**src/rtl/mem_lsu.sv**
```systemverilog
// Memory-access stage of the yadan pipeline: one outstanding req/ack data-bus
// transfer per load/store, a pipeline stall while it is in flight, and an extended load result.
module mem_lsu #(
    parameter int unsigned TIMEOUT_CYCLES = 255
) (
    input  logic        clk,
    input  logic        rst,
    input  logic [4:0]  mem_wd_i,
    input  logic        mem_wreg_i,
    input  logic [31:0] mem_wdata_i,
    input  logic [7:0]  mem_aluop_i,
    input  logic [31:0] mem_addr_i,
    input  logic [31:0] mem_reg2_i,
    input  logic        wb_stall_i,
    output logic [4:0]  wd_o,
    output logic        wreg_o,
    output logic [31:0] wdata_o,
    output logic        stallreq_o,
    output logic        misalign_o,
    output logic        bus_err_o,
    output logic        dbus_req_o,
    output logic        dbus_we_o,
    output logic [31:0] dbus_addr_o,
    output logic [3:0]  dbus_be_o,
    output logic [31:0] dbus_wdata_o,
    input  logic        dbus_ack_i,
    input  logic        dbus_err_i,
    input  logic [31:0] dbus_rdata_i,
    output logic [1:0]  dbg_state
);

    localparam logic [7:0] EXE_LB  = 8'h20;
    localparam logic [7:0] EXE_LH  = 8'h21;
    localparam logic [7:0] EXE_LW  = 8'h22;
    localparam logic [7:0] EXE_LBU = 8'h23;
    localparam logic [7:0] EXE_LHU = 8'h24;
    localparam logic [7:0] EXE_SB  = 8'h28;
    localparam logic [7:0] EXE_SH  = 8'h29;
    localparam logic [7:0] EXE_SW  = 8'h2a;

    localparam logic [7:0] TO_LAST = 8'(TIMEOUT_CYCLES - 1);

    // dbg_state encoding: 0 idle, 1 request in flight, 2 result presented.
    typedef enum logic [1:0] {
        S_IDLE = 2'd0,
        S_REQ  = 2'd1,
        S_DONE = 2'd2
    } state_t;

    state_t state, state_nxt;

    logic        is_load, is_store, is_mem;
    logic        sz_byte, sz_half, sext;
    logic        misaligned;
    logic [3:0]  be_d;
    logic [31:0] wdata_d;

    logic [7:0]  to_cnt;
    logic [31:0] rdata_q;
    logic        err_q;
    logic        ld_q, sz_byte_q, sz_half_q, sext_q;
    logic [1:0]  addr_lo_q;

    logic [7:0]  byte_sel;
    logic [15:0] half_sel;
    logic [31:0] load_data;

    // ---------------------------------------------------------------- decode
    always_comb begin
        is_load  = 1'b0;
        is_store = 1'b0;
        sz_byte  = 1'b0;
        sz_half  = 1'b0;
        sext     = 1'b0;
        case (mem_aluop_i)
            EXE_LB:  begin is_load = 1'b1; sz_byte = 1'b1; sext = 1'b1; end
            EXE_LBU: begin is_load = 1'b1; sz_byte = 1'b1; end
            EXE_LH:  begin is_load = 1'b1; sz_half = 1'b1; sext = 1'b1; end
            EXE_LHU: begin is_load = 1'b1; sz_half = 1'b1; end
            EXE_LW:  is_load = 1'b1;
            EXE_SB:  begin is_store = 1'b1; sz_byte = 1'b1; end
            EXE_SH:  begin is_store = 1'b1; sz_half = 1'b1; end
            EXE_SW:  is_store = 1'b1;
            default: ;
        endcase
    end

    assign is_mem = is_load | is_store;

    // Word accesses need both low bits clear, halfwords only bit 0.
    assign misaligned = is_mem &&
                        ((sz_half && mem_addr_i[0]) ||
                         (!sz_byte && !sz_half && (mem_addr_i[1:0] != 2'b00)));

    always_comb begin
        be_d    = 4'b1111;
        wdata_d = mem_reg2_i;
        if (sz_byte) begin
            be_d    = 4'b0001 << mem_addr_i[1:0];
            wdata_d = {4{mem_reg2_i[7:0]}};
        end else if (sz_half) begin
            be_d    = mem_addr_i[1] ? 4'b1100 : 4'b0011;
            wdata_d = {2{mem_reg2_i[15:0]}};
        end
    end

    // ---------------------------------------------------------------- load extraction
    always_comb begin
        case (addr_lo_q)
            2'd0:    byte_sel = rdata_q[7:0];
            2'd1:    byte_sel = rdata_q[15:8];
            2'd2:    byte_sel = rdata_q[23:16];
            default: byte_sel = rdata_q[31:24];
        endcase
        half_sel = addr_lo_q[1] ? rdata_q[31:16] : rdata_q[15:0];
        if (sz_byte_q)
            load_data = {{24{sext_q & byte_sel[7]}}, byte_sel};
        else if (sz_half_q)
            load_data = {{16{sext_q & half_sel[15]}}, half_sel};
        else
            load_data = rdata_q;
    end

    // ---------------------------------------------------------------- FSM
    always_ff @(posedge clk or posedge rst) begin
        if (rst)
            state <= S_IDLE;
        else
            state <= state_nxt;
    end

    always_comb begin
        state_nxt  = state;
        stallreq_o = 1'b0;
        misalign_o = 1'b0;
        bus_err_o  = 1'b0;
        wd_o       = mem_wd_i;
        wreg_o     = mem_wreg_i;
        wdata_o    = mem_wdata_i;
        case (state)
            S_IDLE: begin
                if (misaligned) begin
                    misalign_o = 1'b1;
                    wreg_o     = 1'b0;
                end else if (is_mem) begin
                    stallreq_o = 1'b1;
                    state_nxt  = S_REQ;
                end
            end
            S_REQ: begin
                stallreq_o = 1'b1;
                if (dbus_ack_i || (to_cnt == TO_LAST))
                    state_nxt = S_DONE;
            end
            S_DONE: begin
                bus_err_o = err_q;
                if (err_q) begin
                    wreg_o  = 1'b0;
                    wdata_o = 32'd0;
                end else if (ld_q) begin
                    wdata_o = load_data;
                end
                if (!wb_stall_i)
                    state_nxt = S_IDLE;
            end
            default: state_nxt = S_IDLE;
        endcase
        // While reset is held the stage is transparent and raises no flags.
        if (rst) begin
            stallreq_o = 1'b0;
            misalign_o = 1'b0;
            bus_err_o  = 1'b0;
            wreg_o     = mem_wreg_i;
            wdata_o    = mem_wdata_i;
        end
    end

    // Bus handshake: dbus_req_o is high for the whole REQ state with every bus
    // field held stable; the transfer completes on the first cycle dbus_ack_i is
    // seen while dbus_req_o=1, and dbus_err_i/dbus_rdata_i are only valid then.
    assign dbus_req_o = (state == S_REQ);
    assign dbg_state  = state;

    // ---------------------------------------------------------------- datapath
    always_ff @(posedge clk or posedge rst) begin
        if (rst) begin
            to_cnt       <= 8'd0;
            rdata_q      <= 32'd0;
            err_q        <= 1'b0;
            ld_q         <= 1'b0;
            sz_byte_q    <= 1'b0;
            sz_half_q    <= 1'b0;
            sext_q       <= 1'b0;
            addr_lo_q    <= 2'd0;
            dbus_we_o    <= 1'b0;
            dbus_addr_o  <= 32'd0;
            dbus_be_o    <= 4'd0;
            dbus_wdata_o <= 32'd0;
        end else begin
            case (state)
                S_IDLE: begin
                    if (is_mem && !misaligned) begin
                        to_cnt       <= 8'd0;
                        err_q        <= 1'b0;
                        ld_q         <= is_load;
                        sz_byte_q    <= sz_byte;
                        sz_half_q    <= sz_half;
                        sext_q       <= sext;
                        addr_lo_q    <= mem_addr_i[1:0];
                        dbus_we_o    <= is_store;
                        dbus_addr_o  <= {mem_addr_i[31:2], 2'b00};
                        dbus_be_o    <= be_d;
                        dbus_wdata_o <= wdata_d;
                    end
                end
                S_REQ: begin
                    // An ack on the last allowed cycle still wins over the timeout.
                    if (dbus_ack_i) begin
                        rdata_q <= dbus_rdata_i;
                        err_q   <= dbus_err_i;
                    end else if (to_cnt == TO_LAST) begin
                        err_q <= 1'b1;
                    end else begin
                        to_cnt <= to_cnt + 8'd1;
                    end
                end
                default: ;
            endcase
        end
    end

endmodule
```
**config.mk**
```make
export PLATFORM = sky130hd
export DESIGN_NAME = mem_lsu
export DESIGN_NICKNAME = d
export VERILOG_FILES = /design/src/rtl/mem_lsu.sv
export SDC_FILE = /design/constraint.sdc
export NUM_CORES = 1
export LEC_CHECK = 0
export ABC_AREA = 1
export CORE_MARGIN = 1.5
export CORE_UTILIZATION = 48
export CTS_CLUSTER_SIZE = 12
export DETAILED_ROUTE_END_ITERATION = 16
export GPL_ROUTABILITY_DRIVEN = 0
export GPL_TIMING_DRIVEN = 0
export PLACE_DENSITY = 0.84
export SLEW_MARGIN = 10
export SYNTH_ARGS = -nofsm -noshare
export SYNTH_HDL_FRONTEND = slang
export SYNTH_SLANG_ARGS = --single-unit
export TNS_END_PERCENT = 100
```
**constraint.sdc**
```tcl
create_clock -name clk -period 8 [get_ports clk]
set_input_delay 1.6 -clock clk [delete_from_list [all_inputs] [get_ports clk]]
set_output_delay 1.6 -clock clk [all_outputs]
set_load 0.01 [all_outputs]
```
==> summary.md, run 1 <==
| Metric | Value |
|---|---|
| Global-route wire length before repair | `35500 µm` |
| Slew Viols, Final | `0` |
| Post-synthesis cell count | `929` |
| Data arrival, critical path | `4190 ps` |
| Clk_skew | `7.62 ps` |
| CTS buffer count | `17` |
| Leakage | `4.95 nW` |
| Die Y | `121 µm` |
| Worst setup SP type | `input port` |
| CTS root buffer | `clkbuf_16` |
| Dpl cells | `around 1.4k` |
| Cell Int Power | `1.45 mW` |
| YS warnings | `0` |
| GRT Util Overall | `31.5%` |
| Leading cell type in the layout, fill and taps excluded | `nand2_1` |
| PortBufs | `roughly 250` |
| Max Cap Viol | `0` |
| Clock share of power | `36.6%` |
| Vias in the first global route | `slightly above 7k` |
| Setup Buffers After CTS | `0` |
| Clk_lat worst skew | `410 ps` |
| Setup WS post-layout | `2210 ps` |
| Vias | `7337` |
| Vias per cell | `5.27` |
| EDFF count, synth | `0` |
| Slew @ Worst Pin | `546 ps` |
| First-pass DRT Iterations | `7` |
| DP HPWL | `16900 µm` |
| Remaining DRCs | `0` |
| Fmax | `0.173 GHz` |
| Seq cells post-synth | `116` |
| Outcome | `complete, no violations` |
| CTS Hold Buffers Added | `0` |
| Fin cells | `1392` |
| Layout area overhead | `50.6%` |
| Ys async rst share | `100%` |
| Setup TNS | `0 ps` |
| Sequential share of power | `between 30% and 40%` |
| P per Cell Area | `205 nW/µm²` |
| RSZ-0062 raised after global routing | `no` |
| Post-placement setup slack | `2250 ps` |
| Setup violators final | `0` |
| # clock sinks | `116` |
| Cell Area, Synth | `roughly 6700 µm²` |
| Largest area contributor in the netlist | `dfrtp_1` |
| Hold crit path type | `flip-flop to flip-flop` |
| Post-layout min period | `5790 ps` |
| Nets | `1351` |
| Routed WL per cell | `around 16 µm` |
| VDD IR-drop max | `154 µV` |
| Final Hold Fails | `0` |
| Grt total ovfl | `0` |
| Clock buffer depth | `2` |
| CTS tree | `done` |
| Initial antenna violation count | `1` |
| Drt initial violations | `652` |
| Core Footprint | `between 10000 and 15000 µm²` |
| Post-synthesis sequential area ratio | `43.6%` |
| Prevailing post-synth register cell | `dfrtp_1` |
| CTS resizes | `0` |
| Slew margin rel. | `63.6%` |
| Num rows | `42` |
| Psw | `608 µW` |
| Top Ports | `260` |
| Total wire length | `22500 µm` |
| Max FO, Critical Path | `10` |
| Largest net degree at the start of global routing | `62` |
| Most frequent cells in the layout | `nand2_1 (357), clkdlybuf4s50_1 (252), dfrtp_1 (116), o21ai_0 (96), nor2_1 (63)` |
| Die W | `121 µm` |
| WP data required | `6400 ps` |
| Synth top area share | `43.6%` |
| Logic pwr share | `26.3%` |
| Die ar. | `14600 µm²` |
| Layout cells sized above 1 | `9.71%` |
| Distinct cell type count after synthesis | `36` |
| Switching Share | `29.5%` |
| Starting Density | `between 40% and 50%` |
| Setup CP Type | `input port to primary output` |
| H-tree depth | `4` |
| Crit. End Element | `primary output` |
| Syn avg cell area | `7.17 µm²` |
| Clock-pin slew on the worst setup and hold paths | `60 ps` |
| Synth top area cells | `dfrtp_1 (44%), nand2_1 (20%), o21ai_0 (7.2%)` |
| Period utilization | `72.4%` |
| Antenna-violating nets left | `0` |
==> final timing paths <==
| check | start | end | slack [ps] | cells after the start |
|---|---|---|---|---|
| max in group asynchronous | rst | to_cnt[0]$_DFFE_PP0P_ | 5570 | 3 |
| worst min-delay path | dbus_addr_o[25]$_DFFE_PP0P_ | dbus_addr_o[25]$_DFFE_PP0P_ | 470 | 2 |
| worst max register to register | dbg_state[1]$_DFFE_PP0P_ | to_cnt[0]$_DFFE_PP0P_ | 6210 | 5 |
| min in group asynchronous | rst | dbg_state[1]$_DFFE_PP0P_ | 1740 | 2 |
| worst max-delay path | rst | wdata_o[5] | 2210 | 10 |
| worst min register to register | dbus_addr_o[25]$_DFFE_PP0P_ | dbus_addr_o[25]$_DFFE_PP0P_ | 470 | 2 |
==> flip-flops by register name, indices dropped and copies added, names as in the netlist, 2 cells and up <==
signal and flops:
dbus_be_o 4, rdata_q 32, to_cnt 8, dbus_wdata_o 32
addr_lo_q 2, dbg_state 2, dbus_addr_o 30
==> power groups by stage <==
stage	clock, mW	combinational [mW]	sequential [mW]
4_1_cts	0.758	0.539	0.762
5_1_grt	0.788	0.595	0.774
2_1_floorplan	0	0.230	0.778
6_report	0.753	0.541	0.765
3_3_place_gp	0	0.523	0.768
3_5_place_dp	0	0.536	0.767
==> cell usage after synthesis (8+ instances only) <==
master    number
nand2_1      357
dfrtp_1      116
o21ai_0       96
nor2_1        63
inv_1         60
a21oi_1       48
nand3_1       37
clkbuf_1      24
or2_2         24
buf_2         13
mux2_2        13
buf_4         10
o21ai_1       10
buf_6          9
o211ai_1       8
==> routing by layer <==
layer,GRT usage [%],wire length [µm],up-vias
li1,-,-,3507
met1,36.1,8630,3403
met2,53.3,10800,373
met3,11.4,2380,54
met4,13.2,767,0
met5,0,0,-
==> layout make-up <==
type	count	area, µm²
antenna	1	2.50
buffer	56	332
clock buffer	21	460
clock inverter	11	129
fill	1021	3360
inverter	64	245
multi-input combinational	694	3190
sequential	116	2900
tap	176	220
timing repair buffer	253	2550
==> per-stage QoR <==
| stage | instance area [µm²] | hold WS [ps] | util (%) | total power, mW |
|---|---|---|---|---|
| final | 10000 | 475 | 74.9 | 2.06 |
| after floorplan | 6670 | 496 | - | 1.01 |
| after detailed placement | 9440 | 464 | 70.5 | 1.30 |
| after CTS | 10000 | 480 | 74.9 | 2.06 |
| after global routing | 10000 | 487 | 74.9 | 2.16 |
| after global placement | 9410 | 460 | 70.2 | 1.29 |
==> kinds of logic after synthesis <==
group	after synthesis	synth area share (%)
and+or+nand+nor	501	31.1
AOI/OAI and AO/OA	172	13.6
buffers and inverters	120	8.58
DFF	116	43.6
muxes	13	2.20
xor gates and xnor gates	4	0.526
adders and majority gates	2	0.375
other	1	0.0563
==> worst max-delay path: stages <==
cell and delay (ps):
clkdlybuf4s50_1 550, nor2_1 190, inv_1 70, nor2_1 250
nand2_1 210, inv_1 110, clkbuf_1 300, o21ai_0 130
a21oi_1 200, clkdlybuf4s50_1 580
Power figures use the tool's default switching activity.
==> run 2, diff against run 1 <==
Settings changed: CORE_UTILIZATION 48 to 40, PLACE_DENSITY 0.84 to 0.74.
Clock period 8 ns to 5 ns, I/O delays scaled along.
==> summary.md, run 2 (synthesis gave the netlist of run 1 again) <==
| Metric | Value |
|---|---|
| Outcome | `complete, no violations` |
| Slew margin rel. | `62.1% (-1.5 points)` |
| Worst path max stage delay | `550 ps (-30 ps)` |
| Biggest regs | `dbus_wdata_o (32), rdata_q (32), dbus_addr_o (30)` |
| Period utilization | `about nine tenths` |
| Die Y | `132 µm (+9.3%)` |
| Initial antenna violation count | `1 (unchanged)` |
| Post-layout min period | `4570 ps` |
| CTS buffer count | `17 (unchanged)` |
| Core Footprint | `16400 µm² (+22%)` |
| Grt total ovfl | `0 (unchanged)` |
| Clock-pin slew on the worst setup and hold paths | `50 ps (about the same)` |
| Largest delay contributor family on the critical path | `buffers and inverters` |
| Max FO, Critical Path | `10 (unchanged)` |
| Vias in the first global route | `7073 (-0.83%)` |
| Nets | `1351 (unchanged)` |
| Leakage | `4.93 nW (-0.28%)` |
| RSZ-0062 raised after global routing | `no` |
| Layout cells sized above 1 | `9.65% (-0.058 points)` |
| Max Cap Viol | `0 (unchanged)` |
| GRT Util Overall | `26.3% (-5.2 points)` |
| Routed WL per cell | `15.8 µm (-2.7%)` |
| Fmax | `0.219 GHz` |
| Drt initial violations | `465 (-29%)` |
| H-tree depth | `4 (unchanged)` |
| Slew Viols, Final | `0 (unchanged)` |
| Worst setup SP type | `input port` |
| Antenna-violating nets left | `0 (unchanged)` |
| Area after DPL | `9500 µm² (+0.58%)` |
| Crit. End Element | `primary output` |
| P per Cell Area | `320 nW/µm² (+56%)` |
| # clock sinks | `116 (unchanged)` |
| CTS resizes | `0 (unchanged)` |
| Largest net degree at the start of global routing | `63 (+1.6%)` |
| First-pass DRT Iterations | `5 (-2)` |
| Total wire length | `22600 µm (+0.18%)` |
| Top Ports | `260 (unchanged)` |
| Num rows | `47 (+12%)` |
| WP data required | `4000 ps (-2400 ps)` |
| Layout area overhead | `50.8%` |
| Remaining DRCs | `0 (unchanged)` |
| WP buf/inv | `5 (unchanged)` |
| Clk_lat worst skew | `420 ps (about the same)` |
| VDD IR-drop max | `233 µV (+52%)` |
| Hold crit path type | `flip-flop to flip-flop` |
| Leading cell type in the layout, fill and taps excluded | `nand2_1` |
| Final Hold Fails | `0 (unchanged)` |
| Data arrival, critical path | `3570 ps (-620 ps)` |
| Global-route wire length before repair | `36100 µm (+1.5%)` |
| PortBufs | `252 (unchanged)` |
| Tot Pwr | `3.22 mW (+56%)` |
| Die ar. | `17400 µm² (+19%)` |
| CTS tree | `done` |
| DP HPWL | `17100 µm (+0.95%)` |
| Slew @ Worst Pin | `565 ps (+19.2 ps)` |
| Cell Chain, Critical Path | `clkdlybuf4s50_1 > nor2_1 > inv_1 > nor2_1 > nand2_1 > inv_1 > clkbuf_1 > o21ai_0 > a21oi_1 > clkdlybuf4s50_1` |
| CTS Hold Buffers Added | `0 (unchanged)` |
| Clock buffer depth | `2 (unchanged)` |
| Setup violators final | `0 (unchanged)` |
| Vias per cell | `4.99 (-5.2%)` |
| Setup Buffers After CTS | `0 (unchanged)` |
| Final instance area | `10100 µm² (+0.15%)` |
| Clk_skew | `16.5 ps (+8.92 ps)` |
| CP max-delay cell | `clkdlybuf4s50_1` |
| CTS root buffer | `clkbuf_16` |
| Die W | `132 µm (+9.3%)` |
| Most frequent cells in the layout | `nand2_1 (357), clkdlybuf4s50_1 (252), dfrtp_1 (116), o21ai_0 (96), nor2_1 (63)` |
| Starting Density | `40.6% (-9.1 points)` |
| Vias | `7157 (-2.5%)` |
| Setup CP Type | `input port to primary output` |
-- run 2: area by class of cell --
cell class | count | area (µm²)
Buffer | 56 | 332
Tap cell | 220 | 275
Inverter | 64 | 245
Antenna cell | 1 | 2.50
Sequential cell | 116 | 2900
Clock buffer | 20 | 467
Multi-Input combinational cell | 694 | 3190
Fill cell | 1501 | 6360
Clock inverter | 9 | 82.6
Timing Repair Buffer | 253 | 2550
-- run 2: worst paths after layout --
| path | start | end | slack [ps] | cells past startpoint |
|---|---|---|---|---|
| worst min-delay path | dbus_addr_o[10]$_DFFE_PP0P_ | dbus_addr_o[10]$_DFFE_PP0P_ | 480 | 2 |
| worst max-delay path | rst | wdata_o[1] | 430 | 10 |
| max in group asynchronous | rst | dbus_wdata_o[29]$_DFFE_PP0P_ | 3200 | 3 |
| min in group asynchronous | rst | err_q$_DFFE_PP0P_ | 1130 | 2 |
| worst min register to register | dbus_addr_o[10]$_DFFE_PP0P_ | dbus_addr_o[10]$_DFFE_PP0P_ | 480 | 2 |
| worst max register to register | dbg_state[1]$_DFFE_PP0P_ | rdata_q[31]$_DFFE_PP0P_ | 3220 | 5 |
-- run 2: layer usage --
| metal | GRT usage, % | vias to the layer above | routed length [µm] |
|---|---|---|---|
| li1 | - | 3497 | - |
| met1 | 31.5 | 3270 | 9090 |
| met2 | 41.8 | 333 | 10300 |
| met3 | 9.07 | 57 | 2270 |
| met4 | 13.9 | 0 | 911 |
| met5 | 0 | - | 0 |
-- run 2: worst reg2reg max path, stage by stage, from the launching register on --
cell and delay (ps):
dfrtp_1 430, nor2_1 320, nand2_1 270, buf_2 280, buf_2 220, a21oi_1 180
-- run 2: stage by stage --
stage,std cells,TNS (ps),util (%),hold WS (ps),setup WS [ps]
2_1_floorplan,930,0,-,496,928
3_3_place_gp,1402,-116070,57.7,462,-1010
4_1_cts,1432,0,61.2,480,377
5_1_grt,1433,0,61.3,504,182
6_report,1433,0,61.3,476,434
3_5_place_dp,1403,0,57.9,465,390
-- run 2: where the power goes --
part	switching, mW	internal [mW]	leakage [nW]
logic	0.400	0.459	3.20
clock network	0.426	0.710	0.269
registers	0.122	1.10	1.47
==> run 3, diff against run 2 <==
Settings changed: CORE_MARGIN 1.5 to 5.
==> summary.md, run 3 (synthesis gave the netlist of run 1 again) <==
| Metric | Value |
|---|---|
| Initial antenna violation count | `0 (-1)` |
| RSZ-0062 raised after global routing | `no` |
| Most frequent cells in the layout | `nand2_1 (357), clkdlybuf4s50_1 (252), dfrtp_1 (116), o21ai_0 (96), nor2_1 (63)` |
| Global-route wire length before repair | `38000 µm (+5.3%)` |
| Leading cell type in the layout, fill and taps excluded | `nand2_1` |
| Hold crit path type | `flip-flop to flip-flop` |
| CTS buffer count | `17 (unchanged)` |
| Largest delay contributor family on the critical path | `buffers and inverters` |
| Drt initial violations | `552 (+19%)` |
| Num rows | `47 (unchanged)` |
| Starting Density | `40.5% (-0.15 points)` |
| Setup CP Type | `input port to primary output` |
| Slew @ Worst Pin | `578 ps (+13.5 ps)` |
| Biggest regs | `dbus_wdata_o (32), rdata_q (32), dbus_addr_o (30)` |
| Max Cap Viol | `0 (unchanged)` |
| Total wire length | `24100 µm (+6.8%)` |
| Final core utilization | `61.2% (about the same)` |
| WP buf/inv | `5 (unchanged)` |
| Met1 Usage GRT | `29.6% (-1.9 points)` |
| Die Y | `139 µm (+5.3%)` |
| Final Hold Fails | `0 (unchanged)` |
| Fmax | `0.218 GHz (-0.51%)` |
| Layout area overhead | `51.2%` |
| Remaining DRCs | `0 (unchanged)` |
| Met2 global-route usage | `40.7% (-1.1 points)` |
| P per Cell Area | `326 nW/µm² (+1.8%)` |
| Clock buffer depth | `2 (unchanged)` |
| First-pass DRT Iterations | `5 (unchanged)` |
| Hold slack | `478 ps (+1.80 ps)` |
| CTS tree | `done` |
| WP data required | `4000 ps (about the same)` |
| Outcome | `complete, no violations` |
| Met3 usage | `10.2% (+1.2 points)` |
| Setup violators final | `0 (unchanged)` |
| Slew margin rel. | `61.2% (-0.91 points)` |
| CTS root buffer | `clkbuf_16` |
| Period utilization | `91.8% (+0.47 points)` |
| Die W | `139 µm (+5.3%)` |
| Leakage | `4.94 nW (+0.19%)` |
| Clk_lat worst skew | `420 ps (about the same)` |
| Routed WL per cell | `16.8 µm (+6.5%)` |
| VDD IR-drop max | `264 µV (+13%)` |
| Nets | `1351 (unchanged)` |
| GRT Util Overall | `24.6% (-1.7 points)` |
| Grt total ovfl | `0 (unchanged)` |
| Top Ports | `260 (unchanged)` |
| Slew Viols, Final | `0 (unchanged)` |
| GRT busiest layer | `met2` |
| CP max-delay cell | `clkdlybuf4s50_1` |
| Vias | `7167 (+0.14%)` |
| Tot Pwr | `3.29 mW (+2.1%)` |
| Antenna-violating nets left | `0 (unchanged)` |
| Die ar. | `19300 µm² (+11%)` |
| Layout cells sized above 1 | `9.79% (+0.14 points)` |
| DP HPWL | `18400 µm (+7.9%)` |
| Data arrival, critical path | `3590 ps (+20 ps)` |
| Clk_skew | `7.70 ps (-8.84 ps)` |
| Post-layout min period | `4590 ps (+23.5 ps)` |
| Clock-pin slew on the worst setup and hold paths | `60 ps (about the same)` |
| Core Footprint | `16500 µm² (+0.36%)` |
| Crit. End Element | `primary output` |
| CTS resizes | `0 (unchanged)` |
| H-tree depth | `4 (unchanged)` |
| Worst path max stage delay | `550 ps (about the same)` |
| Worst setup SP type | `input port` |
| Vias in the first global route | `7141 (+0.96%)` |
| Cell Chain, Critical Path | `clkdlybuf4s50_1 > nor2_1 > inv_1 > nor2_1 > nand2_1 > inv_1 > clkbuf_1 > o21ai_0 > a21oi_1 > clkdlybuf4s50_1` |
| Largest net degree at the start of global routing | `73 (+16%)` |
| CTS Hold Buffers Added | `0 (unchanged)` |
| Setup Buffers After CTS | `0 (unchanged)` |
| Vias per cell | `4.99 (about the same)` |
| # clock sinks | `116 (unchanged)` |
| PortBufs | `252 (unchanged)` |
| Max FO, Critical Path | `10 (unchanged)` |
==> run 3: cell types whose count changed in the layout (fill, tap and decap cells not counted), sizes merged <==
| cell | before | now |
|---|---|---|
| bufinv | 1 | 2 |
| clkbuf | 44 | 43 |
| clkinv | 7 | 8 |
| clkinvlp | 2 | 3 |
| inv | 63 | 64 |
==> run 3: final timing paths <==
| kind | from | endpoint | slack [ps] | depth (start not counted) |
|---|---|---|---|---|
| max | rst | wdata_o[6] | 410 | 10 |
| min | dbus_addr_o[12]$_DFFE_PP0P_ | dbus_addr_o[12]$_DFFE_PP0P_ | 480 | 2 |
| max reg2reg | dbg_state[1]$_DFFE_PP0P_ | rdata_q[20]$_DFFE_PP0P_ | 3220 | 5 |
| min reg2reg | dbus_addr_o[12]$_DFFE_PP0P_ | dbus_addr_o[12]$_DFFE_PP0P_ | 480 | 2 |
| max in group asynchronous | rst | rdata_q[29]$_DFFE_PP0P_ | 3200 | 3 |
| min in group asynchronous | rst | dbg_state[1]$_DFFE_PP0P_ | 1100 | 2 |
==> run 3: stage by stage <==
stage               instance area, µm²  setup WS [ps]  TNS (ps)  instances
global placement                  9470          -1030   -118410       1402
finish                           10100            411         0       1436
global route                     10100            184         0       1435
detailed placement                9500            395         0       1403
CTS                              10100            390         0       1435
floorplan                         6670            928         0        930
==> run 3: worst register-to-register path: cells and delay by family, from the launching register on <==
kind	cells	cell delay, ps
flip-flops	1	430
buffers and inverters	2	490
AO/OA/AOI/OAI	1	170
AND/OR/NAND/NOR	2	610
==> run 3: area by class of cell <==
class | instances | area, µm²
well taps | 220 | 275
diodes | 1 | 2.50
clock buffers | 19 | 443
fillers | 1472 | 6390
flip-flops and latches | 116 | 2900
multi-input cells | 694 | 3190
plain buffers | 56 | 332
clock inverters | 13 | 134
repair buffers | 253 | 2550
inverters | 64 | 245
==> run 3: metal layers <==
layer / vias up / part of all wire, %
met4: 0 / 2.0
met3: 39 / 12
met5: - / 0
met2: 347 / 47
met1: 3273 / 39
li1: 3508 / -
==> run 3: power by group <==
part | total [mW] | switching [mW] | internal [mW] | leakage (nW)
clock network | 1.20 | 0.455 | 0.744 | 0.279
registers | 1.22 | 0.120 | 1.10 | 1.47
logic | 0.866 | 0.407 | 0.459 | 3.20
